`config.mk`:
```
export PLATFORM = sky130hd
export DESIGN_NAME = ula_seq_flat
export DESIGN_NICKNAME = d
export VERILOG_FILES = /design/src/rtl/ula_pkg.sv /design/src/rtl/ula_seq_if.sv /design/src/rtl/ula_muldiv.sv /design/src/rtl/ula_seq.sv /design/src/flat_wrapper.sv
export SDC_FILE = /design/constraint.sdc
export NUM_CORES = 1
export LEC_CHECK = 0
export ABC_AREA = 1
export BUFFER_PORTS_ARGS = -buffer_cell sky130_fd_sc_hd__buf_2
export CORE_MARGIN = 2
export CORE_UTILIZATION = 50
export CTS_CLUSTER_DIAMETER = 150
export DETAILED_ROUTE_END_ITERATION = 16
export PLACE_DENSITY = 0.68
export SYNTH_ARGS = -nofsm -noshare
export SYNTH_HDL_FRONTEND = slang
export SYNTH_HIERARCHICAL = 1
export SYNTH_SLANG_ARGS = --single-unit
export TNS_END_PERCENT = 1
```
`constraint.sdc`:
```
create_clock -name clk -period 2.5 [get_ports clk]
set_clock_uncertainty 0.15 [all_clocks]
set_input_delay 0.625 -clock clk [delete_from_list [all_inputs] [get_ports clk]]
set_output_delay 0.625 -clock clk [all_outputs]
set_load 0.1 [all_outputs]
```
`src/rtl/ula_pkg.sv`:
```
// Shared opcode, FSM state and flag types for the sequential ULA.
package ula_pkg;

   typedef enum logic [2:0] {
      OP_ADD = 3'b000,
      OP_SUB = 3'b001,
      OP_AND = 3'b010,
      OP_OR  = 3'b011,
      OP_XOR = 3'b100,
      OP_MUL = 3'b101,
      OP_DIV = 3'b110,
      OP_CMP = 3'b111
   } op_e;

   typedef enum logic [1:0] {
      S_IDLE = 2'd0,
      S_BUSY = 2'd1,
      S_DONE = 2'd2
   } state_e;

   typedef struct packed {
      logic z;
      logic c;
      logic n;
      logic v;
      logic e;
   } flags_t;

   function automatic logic is_iterative(input op_e op);
      return (op == OP_MUL) || (op == OP_DIV);
   endfunction

endpackage

```
`src/rtl/ula_seq_if.sv`:
```
// Operand/opcode request channel and result/flag response channel of ula_seq.
interface ula_seq_if #(parameter int WIDTH = 8);

   logic                 in_valid;
   logic                 in_ready;
   logic [WIDTH-1:0]     a;
   logic [WIDTH-1:0]     b;
   logic [2:0]           opcode;
   logic                 out_valid;
   logic                 out_ready;
   logic [2*WIDTH-1:0]   s;
   logic                 flag_z;
   logic                 flag_c;
   logic                 flag_n;
   logic                 flag_v;
   logic                 flag_e;

   modport master (
      output in_valid, a, b, opcode, out_ready,
      input  in_ready, out_valid, s, flag_z, flag_c, flag_n, flag_v, flag_e
   );

   modport slave (
      input  in_valid, a, b, opcode, out_ready,
      output in_ready, out_valid, s, flag_z, flag_c, flag_n, flag_v, flag_e
   );

endinterface

```
`src/rtl/ula_muldiv.sv`:
```
// Iterative unsigned multiplier (shift-add) and restoring divider, one bit per
// cycle, sharing a single 2*WIDTH accumulator and iteration counter.
module ula_muldiv #(
   parameter int WIDTH = 8
) (
   input  logic               clk,
   input  logic               rst_n,
   input  logic               start_i,
   input  logic               is_div_i,
   input  logic [WIDTH-1:0]   a_i,
   input  logic [WIDTH-1:0]   b_i,
   output logic               done_o,
   output logic [2*WIDTH-1:0] prod_o,
   output logic [WIDTH-1:0]   quot_o,
   output logic [WIDTH-1:0]   rem_o,
   output logic               div0_o
);

   localparam int W2 = 2 * WIDTH;
   localparam int CW = $clog2(WIDTH + 1);

   logic              busy_q;
   logic              div_q;
   logic              div0_q;
   logic [WIDTH-1:0]  b_q;
   logic [W2-1:0]     acc_q;
   logic [CW-1:0]     cnt_q;

   logic [WIDTH:0]    mul_sum;
   logic [W2-1:0]     mul_nxt;
   logic [WIDTH:0]    rem_sh;
   logic              rem_ge;
   logic [WIDTH-1:0]  rem_nx;
   logic [W2-1:0]     div_nxt;

   // Multiply: low half holds the unused multiplier bits, high half the partial sum.
   // Divide: high half is the running remainder, low half shifts dividend out / quotient in.
   always_comb begin
      mul_sum = {1'b0, acc_q[W2-1:WIDTH]} + (acc_q[0] ? {1'b0, b_q} : '0);
      mul_nxt = {mul_sum, acc_q[WIDTH-1:1]};
      rem_sh  = acc_q[W2-1:WIDTH-1];
      rem_ge  = rem_sh >= {1'b0, b_q};
      rem_nx  = rem_ge ? WIDTH'(rem_sh - {1'b0, b_q}) : rem_sh[WIDTH-1:0];
      div_nxt = {rem_nx, acc_q[WIDTH-2:0], rem_ge};
   end

   assign done_o = busy_q && (cnt_q == CW'(WIDTH));

   always_ff @(posedge clk or negedge rst_n) begin
      if (!rst_n) begin
         busy_q <= 1'b0;
         div_q  <= 1'b0;
         div0_q <= 1'b0;
         b_q    <= '0;
         acc_q  <= '0;
         cnt_q  <= '0;
      end else if (start_i) begin
         busy_q <= 1'b1;
         div_q  <= is_div_i;
         div0_q <= (b_i == '0);
         b_q    <= b_i;
         acc_q  <= W2'(a_i);
         cnt_q  <= '0;
      end else if (busy_q) begin
         if (done_o) begin
            busy_q <= 1'b0;
         end else begin
            acc_q <= div_q ? div_nxt : mul_nxt;
            cnt_q <= cnt_q + 1'b1;
         end
      end
   end

   // With b = 0 the restoring loop naturally yields quotient all-ones, remainder a.
   assign prod_o = acc_q;
   assign quot_o = acc_q[WIDTH-1:0];
   assign rem_o  = acc_q[W2-1:WIDTH];
   assign div0_o = div0_q;

endmodule

```
`src/rtl/ula_seq.sv`:
```
// Sequential ULA: valid/ready operand intake, single-cycle logic/arith ops,
// iterative MUL/DIV, registered result and flags held until consumed.
module ula_seq
   import ula_pkg::*;
#(
   parameter int WIDTH = 8
) (
   input  logic       clk,
   input  logic       rst_n,
   ula_seq_if.slave   bus
);

   localparam int W2 = 2 * WIDTH;

   state_e           state_q, state_d;
   op_e              op;
   logic             in_ready, out_valid, accept;
   logic             md_start, load_sc, load_md;
   logic             op_div_q;

   logic [W2-1:0]    s_q;
   flags_t           flg_q;

   logic [WIDTH:0]   add_w, sub_w;
   logic [WIDTH-1:0] lg_w;
   logic [W2-1:0]    sc_s, md_s;
   flags_t           sc_f, md_f;

   logic             md_done, md_div0;
   logic [W2-1:0]    md_prod;
   logic [WIDTH-1:0] md_quot, md_rem;

   assign op = op_e'(bus.opcode);

   always_ff @(posedge clk or negedge rst_n) begin
      if (!rst_n) state_q <= S_IDLE;
      else        state_q <= state_d;
   end

   always_comb begin
      state_d = state_q;
      case (state_q)
         S_IDLE: if (accept) state_d = is_iterative(op) ? S_BUSY : S_DONE;
         S_BUSY: if (md_done) state_d = S_DONE;
         S_DONE: if (bus.out_ready) state_d = S_IDLE;
         default: state_d = S_IDLE;
      endcase
   end

   always_comb begin
      in_ready  = (state_q == S_IDLE);
      out_valid = (state_q == S_DONE);
      accept    = in_ready && bus.in_valid;
      md_start  = accept && is_iterative(op);
      load_sc   = accept && !is_iterative(op);
      load_md   = (state_q == S_BUSY) && md_done;
   end

   always_comb begin
      add_w = {1'b0, bus.a} + {1'b0, bus.b};
      sub_w = {1'b0, bus.a} - {1'b0, bus.b};
      lg_w  = '0;
      sc_s  = '0;
      sc_f  = '0;
      case (op)
         OP_ADD: begin
            sc_s   = W2'(add_w);
            sc_f.c = add_w[WIDTH];
            sc_f.v = (bus.a[WIDTH-1] == bus.b[WIDTH-1]) && (add_w[WIDTH-1] != bus.a[WIDTH-1]);
            sc_f.z = (add_w[WIDTH-1:0] == '0);
            sc_f.n = add_w[WIDTH-1];
         end
         OP_SUB, OP_CMP: begin
            // sub_w[WIDTH] is the borrow, so zero-extending places it at s[WIDTH].
            if (op == OP_SUB) sc_s = W2'(sub_w);
            sc_f.c = sub_w[WIDTH];
            sc_f.v = (bus.a[WIDTH-1] != bus.b[WIDTH-1]) && (sub_w[WIDTH-1] != bus.a[WIDTH-1]);
            sc_f.z = (sub_w[WIDTH-1:0] == '0);
            sc_f.n = sub_w[WIDTH-1];
         end
         OP_AND, OP_OR, OP_XOR: begin
            lg_w   = (op == OP_AND) ? (bus.a & bus.b) :
                     (op == OP_OR)  ? (bus.a | bus.b) : (bus.a ^ bus.b);
            sc_s   = W2'(lg_w);
            sc_f.z = (lg_w == '0);
            sc_f.n = lg_w[WIDTH-1];
         end
         default: ;
      endcase
   end

   always_comb begin
      md_s   = op_div_q ? {md_rem, md_quot} : md_prod;
      md_f   = '0;
      md_f.z = op_div_q ? (md_quot == '0) : (md_prod == '0);
      md_f.c = !op_div_q && (md_prod[W2-1:WIDTH] != '0);
      md_f.n = md_s[WIDTH-1];
      md_f.e = op_div_q && md_div0;
   end

   always_ff @(posedge clk or negedge rst_n) begin
      if (!rst_n) begin
         s_q      <= '0;
         flg_q    <= '0;
         op_div_q <= 1'b0;
      end else begin
         if (md_start) op_div_q <= (op == OP_DIV);
         if (load_sc) begin
            s_q   <= sc_s;
            flg_q <= sc_f;
         end else if (load_md) begin
            s_q   <= md_s;
            flg_q <= md_f;
         end
      end
   end

   ula_muldiv #(.WIDTH(WIDTH)) u_muldiv (
      .clk      (clk),
      .rst_n    (rst_n),
      .start_i  (md_start),
      .is_div_i (op == OP_DIV),
      .a_i      (bus.a),
      .b_i      (bus.b),
      .done_o   (md_done),
      .prod_o   (md_prod),
      .quot_o   (md_quot),
      .rem_o    (md_rem),
      .div0_o   (md_div0)
   );

   assign bus.in_ready  = in_ready;
   assign bus.out_valid = out_valid;
   assign bus.s         = s_q;
   assign bus.flag_z    = flg_q.z;
   assign bus.flag_c    = flg_q.c;
   assign bus.flag_n    = flg_q.n;
   assign bus.flag_v    = flg_q.v;
   assign bus.flag_e    = flg_q.e;

endmodule

```
`src/flat_wrapper.sv`:
```
// flat-port wrapper written by rule: the top's interface ports become plain ports
module ula_seq_flat import ula_pkg::*;
#(
   parameter int WIDTH = 8
)
  (clk, rst_n, bus_in_valid, bus_a, bus_b, bus_opcode, bus_out_ready, bus_in_ready, bus_out_valid, bus_s, bus_flag_z, bus_flag_c, bus_flag_n, bus_flag_v, bus_flag_e);
  ula_seq_if #(.WIDTH(WIDTH)) bus_i ();
  input  logic clk;
  input  logic rst_n;
  input wire logic [$bits(bus_i.in_valid)-1:0] bus_in_valid;
  input wire logic [$bits(bus_i.a)-1:0] bus_a;
  input wire logic [$bits(bus_i.b)-1:0] bus_b;
  input wire logic [$bits(bus_i.opcode)-1:0] bus_opcode;
  input wire logic [$bits(bus_i.out_ready)-1:0] bus_out_ready;
  output wire logic [$bits(bus_i.in_ready)-1:0] bus_in_ready;
  output wire logic [$bits(bus_i.out_valid)-1:0] bus_out_valid;
  output wire logic [$bits(bus_i.s)-1:0] bus_s;
  output wire logic [$bits(bus_i.flag_z)-1:0] bus_flag_z;
  output wire logic [$bits(bus_i.flag_c)-1:0] bus_flag_c;
  output wire logic [$bits(bus_i.flag_n)-1:0] bus_flag_n;
  output wire logic [$bits(bus_i.flag_v)-1:0] bus_flag_v;
  output wire logic [$bits(bus_i.flag_e)-1:0] bus_flag_e;
  assign bus_i.in_valid = bus_in_valid;
  assign bus_i.a = bus_a;
  assign bus_i.b = bus_b;
  assign bus_i.opcode = bus_opcode;
  assign bus_i.out_ready = bus_out_ready;
  assign bus_in_ready = bus_i.in_ready;
  assign bus_out_valid = bus_i.out_valid;
  assign bus_s = bus_i.s;
  assign bus_flag_z = bus_i.flag_z;
  assign bus_flag_c = bus_i.flag_c;
  assign bus_flag_n = bus_i.flag_n;
  assign bus_flag_v = bus_i.flag_v;
  assign bus_flag_e = bus_i.flag_e;
  ula_seq #(.WIDTH(WIDTH)) u_core (.clk(clk), .rst_n(rst_n), .bus(bus_i));
endmodule
```
==> results of run 1 <==
==> cell usage after synthesis, drive strengths merged <==
cell and instances:
nand2 242, nor4 2, nand4 14, nand3 73
xor2 5, o31ai 1, a41oi 4, buf 29
inv 128, o22ai 1, fa 4, nor3 5
nor2 58, clkbuf 11, o221ai 1, a21oi 31
o211ai 16, dfrtp 55, a211o 1, nand3b 3
and2 1, o21bai 2, a22oi 7, ha 42
o21ai 52, a32o 2, a31oi 1, xnor2 1
or2 5, o21a 2, clkinv 2
==> layout make-up <==
class                      count  area (µm²)
clock buffer                   5        68.8
clock inverter                 3        23.8
fill                        1022        4400
inverter                     130         490
multi-input combinational    576        3130
sequential                    55        1380
tap                          136         170
timing repair buffer          94         618
==> power by group <==
part           internal, µW  total [µW]  leakage [µW]  switching (µW)
Combinational          1410        4740       0.00253            3330
Clock                   201         531     0.0000408             329
Sequential             1260        1620      0.000692             362
Total                  2870        6890       0.00326            4020
==> metal layers <==
| layer | track usage (%) | vias up | part of all wire (%) |
|---|---|---|---|
| met3 | 5.47 | 20 | 8.1 |
| li1 | - | 2682 | - |
| met5 | 0 | - | 0 |
| met1 | 41.8 | 2495 | 48 |
| met4 | 6.86 | 0 | 1.9 |
| met2 | 42.1 | 208 | 42 |
==> path summary, 6_finish.rpt <==
kind                                            start                    endpoint  slack [ns]
setup / recovery                             bus_b[4]           u_core/bus.flag_z        0.21
hold / removal                                  rst_n             u_core/bus.s[9]        0.15
setup reg to reg           u_core/u_muldiv/prod_o[11]  u_core/u_muldiv/prod_o[15]        0.29
hold reg to reg                     u_core/bus.flag_e           u_core/bus.flag_e        0.34
max in group asynchronous                       rst_n   u_core/u_muldiv/prod_o[3]        1.46
min in group clk                        bus_out_ready           u_core/state_q[1]        0.33
==> registers in the layout (all words and copies together) (netlist names) <==
register,cells
u_core/op_div_q,1
u_core/u_muldiv/div0_o,1
u_core/u_muldiv/cnt_q,4
u_core/bus.flag_z,1
u_core/state_q,2
u_core/u_muldiv/busy_q,1
u_core/u_muldiv/div_q,1
u_core/u_muldiv/prod_o,16
u_core/bus.s,16
u_core/bus.flag_e,1
u_core/u_muldiv/b_q,8
u_core/bus.flag_c,1
u_core/bus.flag_v,1
u_core/bus.flag_n,1
==> kinds of logic after synthesis <==
kind of cell             synth area share, %
flip-flops                              26.1
adder cells (fa/ha/maj)                 11.5
XOR/XNOR                               0.997
AO/OA/AOI/OAI                           13.8
buffers and inverters                   14.7
AND/OR/NAND/NOR                         32.9
==> per-stage QoR <==
step	total power, µW	util, %
after floorplan	5360	-
after global placement	6190	56.2
after detailed placement	6300	56.2
after CTS	6850	57.1
after global routing	7470	57.1
final	6890	57.1
==> worst max-delay path, delay by kind of cell <==
kind	cells	cell delay, ns
fa+ha+maj	1	0.44
compound gates	2	0.38
simple gates	8	0.67
buf+inv	3	0.24
==> metrics.txt, run 1 <==
first-pass GRT wire length=25300 µm; Final period util=91.5%; worst setup margin=0.213 ns; via count=5405; CP Cell Sequence=buf_2 > inv_1 > ha_1 > inv_1 > nand2_1 > nand2_1 > a21oi_1 > nand3_1 > nand2_1 > nor2_1 > nand2_1 > nand2_1 > o21bai_1 > nand2_1; Worst setup EP type=flop; fin crit period=2.29 ns; most common cell after layout, fill and taps aside=nand2_1; final setup fails=0; Crit Path Max Fanout=7; most frequent cells in the layout=236 x nand2_1, 123 x inv_1, 72 x nand3_1, 55 x dfrtp_1, 50 x nor2_1; fmax=437 MHz; clk slew on worst S/H paths=0.11 ns; worst r2r path cells=10; # port buffers=45; Post-Syn Nets=870; relative slew slack=58.8%; CTS tree=built; root buffer cell=clkbuf_8; Post-CTS Resized=0; worst slew pin tran=0.618 ns; Post-CTS Hold Fix Bufs=0; Die ar.=11400 µm²; Synth area leader=dfrtp_1; Core Area=10300 µm²; vias in the first global route=5037; Slowest-stage cell, CP=ha_1; most used cell, CP=nand2_1; RSZ-0062 raised after global routing=no; Critical Path AT=2.36 ns; Synth Warn #=6; DIE WIDTH=107 µm; Iter 0 DRT Violations=446; Pins Over Slew Limit=0; CTS sink count=55; PwrDens=1170 nW/µm²; DP Area=5780 µm²; post-route setup TNS=0 ns; drt pass-1 iters=5; Fin. Hold Viols=0; initial antenna violation count=0; Netlist cell types=46; post-route ant nets=0; CP required=2.57 ns; fin area=5870 µm²; vias per cell=5.41; post-synthesis instance area=5270 µm²; dpl cells=991; Starting Density=51.3%; ratio of cells with drive above 1 in the final layout=14.7%; synth top area cells=dfrtp_1 26%, nand2_1 17%, ha_1 10%, inv_1 8.8%, nand3_1 6.8%; Static Leak=0.00326 µW; Ant. Diodes=0; Max stage delay on crit path=0.44 ns; TritonCTS Buffers=5; post-synthesis instance total=801; # IOs=46; Worst-Skew Late Latency=0.33 ns; worst slack, placed=-0.0726 ns; Synth Register Bits=55; Synth Area per Inst=6.58 µm²; clock buffer depth=2; area share of the largest cell type after synthesis=26.1%; row count=37; DRC viols=0; Max Cap Violations=0; routed len/inst=15.5 µm; GRT Util Overall=28.2%; dpl hpwl=12700 µm; sequential fraction of the synthesis area=26.1%; die span in y=107 µm; final cell count without fillers=999; # Post-CTS Setup Buffers=0; area grow syn2layout=11.5%; Fin Hold WS=0.145 ns; CP Class=in -> reg; worst min path class=in -> async; CP startpoint kind=input port; status=finished clean; largest net degree at the start of global routing=32; final WL=15500 µm; gp weighted congestion=0.889; Peak supply drop=0.000827 V; htree depth=2; final net count=931; gr ovfl total=0
No activity file was read; power rests on OpenSTA's default activity.
==> run 2, diff against run 1 <==
--- a/config.mk
+++ b/config.mk
@@ -11,7 +11,7 @@
 export CORE_UTILIZATION = 50
 export CTS_CLUSTER_DIAMETER = 150
 export DETAILED_ROUTE_END_ITERATION = 16
-export PLACE_DENSITY = 0.68
+export PLACE_DENSITY = 0.7
 export SYNTH_ARGS = -nofsm -noshare
 export SYNTH_HDL_FRONTEND = slang
 export SYNTH_HIERARCHICAL = 1
==> constraint.sdc (replaced) <==
create_clock -name clk -period 2.1 [get_ports clk]
set_clock_uncertainty 0.15 [all_clocks]
set_input_delay 0.525 -clock clk [delete_from_list [all_inputs] [get_ports clk]]
set_output_delay 0.525 -clock clk [all_outputs]
set_load 0.1 [all_outputs]
==> run 2 against run 1 <==
Routed wire length grew 11%. Flip-flop and latch count is the same. Final cell count grew 9.5%. Largest power group unchanged. Highest routed layer unchanged. Non-clock buffer count grew 95. Clock-buffer cell count grew 1. Total power grew 36%. Setup slack lost 0.17 ns. Clock power grew 17%. Largest cell class unchanged.
==> metrics.txt, run 2 (synthesized netlist as in run 1, its figures left out) <==
CP startpoint kind=flop; vias in the first global route=5450 (+8.2%); PwrDens=1360 nW/µm² (+16%); initial antenna violation count=0 (unchanged); Core Area=10300 µm² (unchanged); fin crit period=2.05 ns; TritonCTS Buffers=5 (unchanged); worst slew pin tran=0.573 ns (-0.0451 ns); final net count=1026 (+10%); crit path launch=u_core/u_muldiv/b_q[0]; area grow syn2layout=30.8%; CTS tree=built; delay-heaviest family, CP=simple AND/OR/NAND/NOR gates; vias per cell=5.30 (-2.1%); worst r2r path cells=14 (+4); Crit Path Max Fanout=8 (+1); dpl hpwl=13700 µm (+7.8%); reg2reg end=u_core/u_muldiv/prod_o[11]; RSZ-0062 raised after global routing=yes; # IOs=46 (unchanged); most frequent cells in the layout=230 x nand2_1, 140 x buf_4, 116 x inv_1, 69 x nand3_1, 54 x dfrtp_1; most common cell after layout, fill and taps aside=nand2_1; Max stage delay on crit path=0.43 ns (about the same); clock buffer depth=2 (unchanged); gr ovfl total=0 (unchanged); Static Leak=0.00372 µW (+14%); final setup fails=0 (unchanged); htree depth=2 (unchanged); status=finished clean; Peak supply drop=0.000914 V (+10%); worst min path class=in -> async; CP Class=reg -> reg; clk slew on worst S/H paths=0.11 ns (about the same); ratio of cells with drive above 1 in the final layout=28.3% (+14 points); Pins Over Slew Limit=0 (unchanged); Fin Hold WS=0.0265 ns (-0.119 ns); Iter 0 DRT Violations=504 (+13%); final WL=17200 µm (+11%); DRC viols=0 (unchanged); CTS sink count=55 (unchanged); Max Cap Violations=0 (unchanged); r2r startpoint=u_core/u_muldiv/b_q[0]; worst slack, placed=-0.380 ns (-0.307 ns); routed len/inst=15.7 µm (+1.4%); Final period util=97.8%; fmax=487 MHz; CP required=2.17 ns (-0.40 ns); post-route ant nets=0 (unchanged); # port buffers=45 (unchanged); via count=5797 (+7.3%); root buffer cell=clkbuf_8; first-pass GRT wire length=27200 µm (+7.4%); drt pass-1 iters=7 (+2); row count=37 (unchanged); Worst setup EP type=flop; Crit path depth=14 (unchanged); CP Cell Sequence=buf_4 > ha_2 > inv_1 > nor2_1 > nand2_1 > nor2_2 > nor2_4 > nand2_4 > buf_4 > inv_2 > nand2_1 > nand3_1 > nand2_1 > nand2_1; DIE WIDTH=107 µm (unchanged); gp weighted congestion=0.920 (+3.5%); CP Capture Point=u_core/u_muldiv/prod_o[11]; Critical Path AT=2.12 ns (-0.24 ns); Slowest-stage cell, CP=dfrtp_1; Die ar.=11400 µm² (unchanged); final core utilization=67.0% (+9.9 points); crit path buf inv count=4 (+1); die span in y=107 µm (unchanged); Fin. Hold Viols=0 (unchanged); GRT Util Overall=30.4% (+2.3 points); Ant. Diodes=0 (unchanged); Starting Density=51.3% (unchanged); most used cell, CP=nand2_1; total chip power=9400 µW (+36%); largest net degree at the start of global routing=27 (-16%); Post-CTS Hold Fix Bufs=0 (unchanged); post-route setup TNS=0 ns (unchanged); worst setup margin=0.0452 ns (-0.168 ns); Worst-Skew Late Latency=0.32 ns (about the same); relative slew slack=61.8% (+3.0 points); flop2flop setup slack=0.05 ns (-0.24 ns)
-- run 2: layer usage --
layer / GRT usage [%] / share of wire, %
met1: 43.7 / 46
met2: 49.1 / 46
met3: 3.47 / 6.5
met4: 7.42 / 1.8
met5: 0 / 0
-- run 2: power breakdown --
| part | internal [µW] | total, µW | switching (µW) |
|---|---|---|---|
| clock | 235 | 620 | 385 |
| sequential | 1500 | 1900 | 400 |
| combinational | 2530 | 6880 | 4350 |
-- run 2: stage by stage --
step	instance area, µm²	cells
final	6890	1094
after global routing	6890	1094
after CTS	6560	1086
after detailed placement	6460	1078
after global placement	6460	1078
after floorplan	5280	801
-- run 2: worst min-delay path by stage --
stage	startpoint	endpoint	slack, ns
after floorplan	rst_n	u_core/bus.flag_c	0.08
after global placement	u_core/bus.s[9]	u_core/bus.s[9]	0.32
after detailed placement	u_core/bus.s[9]	u_core/bus.s[9]	0.33
after CTS	rst_n	u_core/bus.s[12]	0.05
after global routing	rst_n	u_core/bus.s[15]	0.06
final	rst_n	u_core/bus.s[15]	0.03
-- run 2: cell type report --
type,instances,area (µm²)
Tap cell,136,170
Sequential cell,55,1380
Timing Repair Buffer,189,1360
Clock inverter,2,12.5
Clock buffer,6,72.6
Multi-Input combinational cell,576,3410
Inverter,130,490
Fill cell,938,3390
-- run 2: timing repair --
action | in CTS | in global routing
pin swaps | 0 | 8
setup endpoints to repair | 6 | 25
buffers inserted | 0 | 8
endpoints found under the hold margin | 0 | 0
gates cloned | 0 | 0
resized for setup | 4 | 58
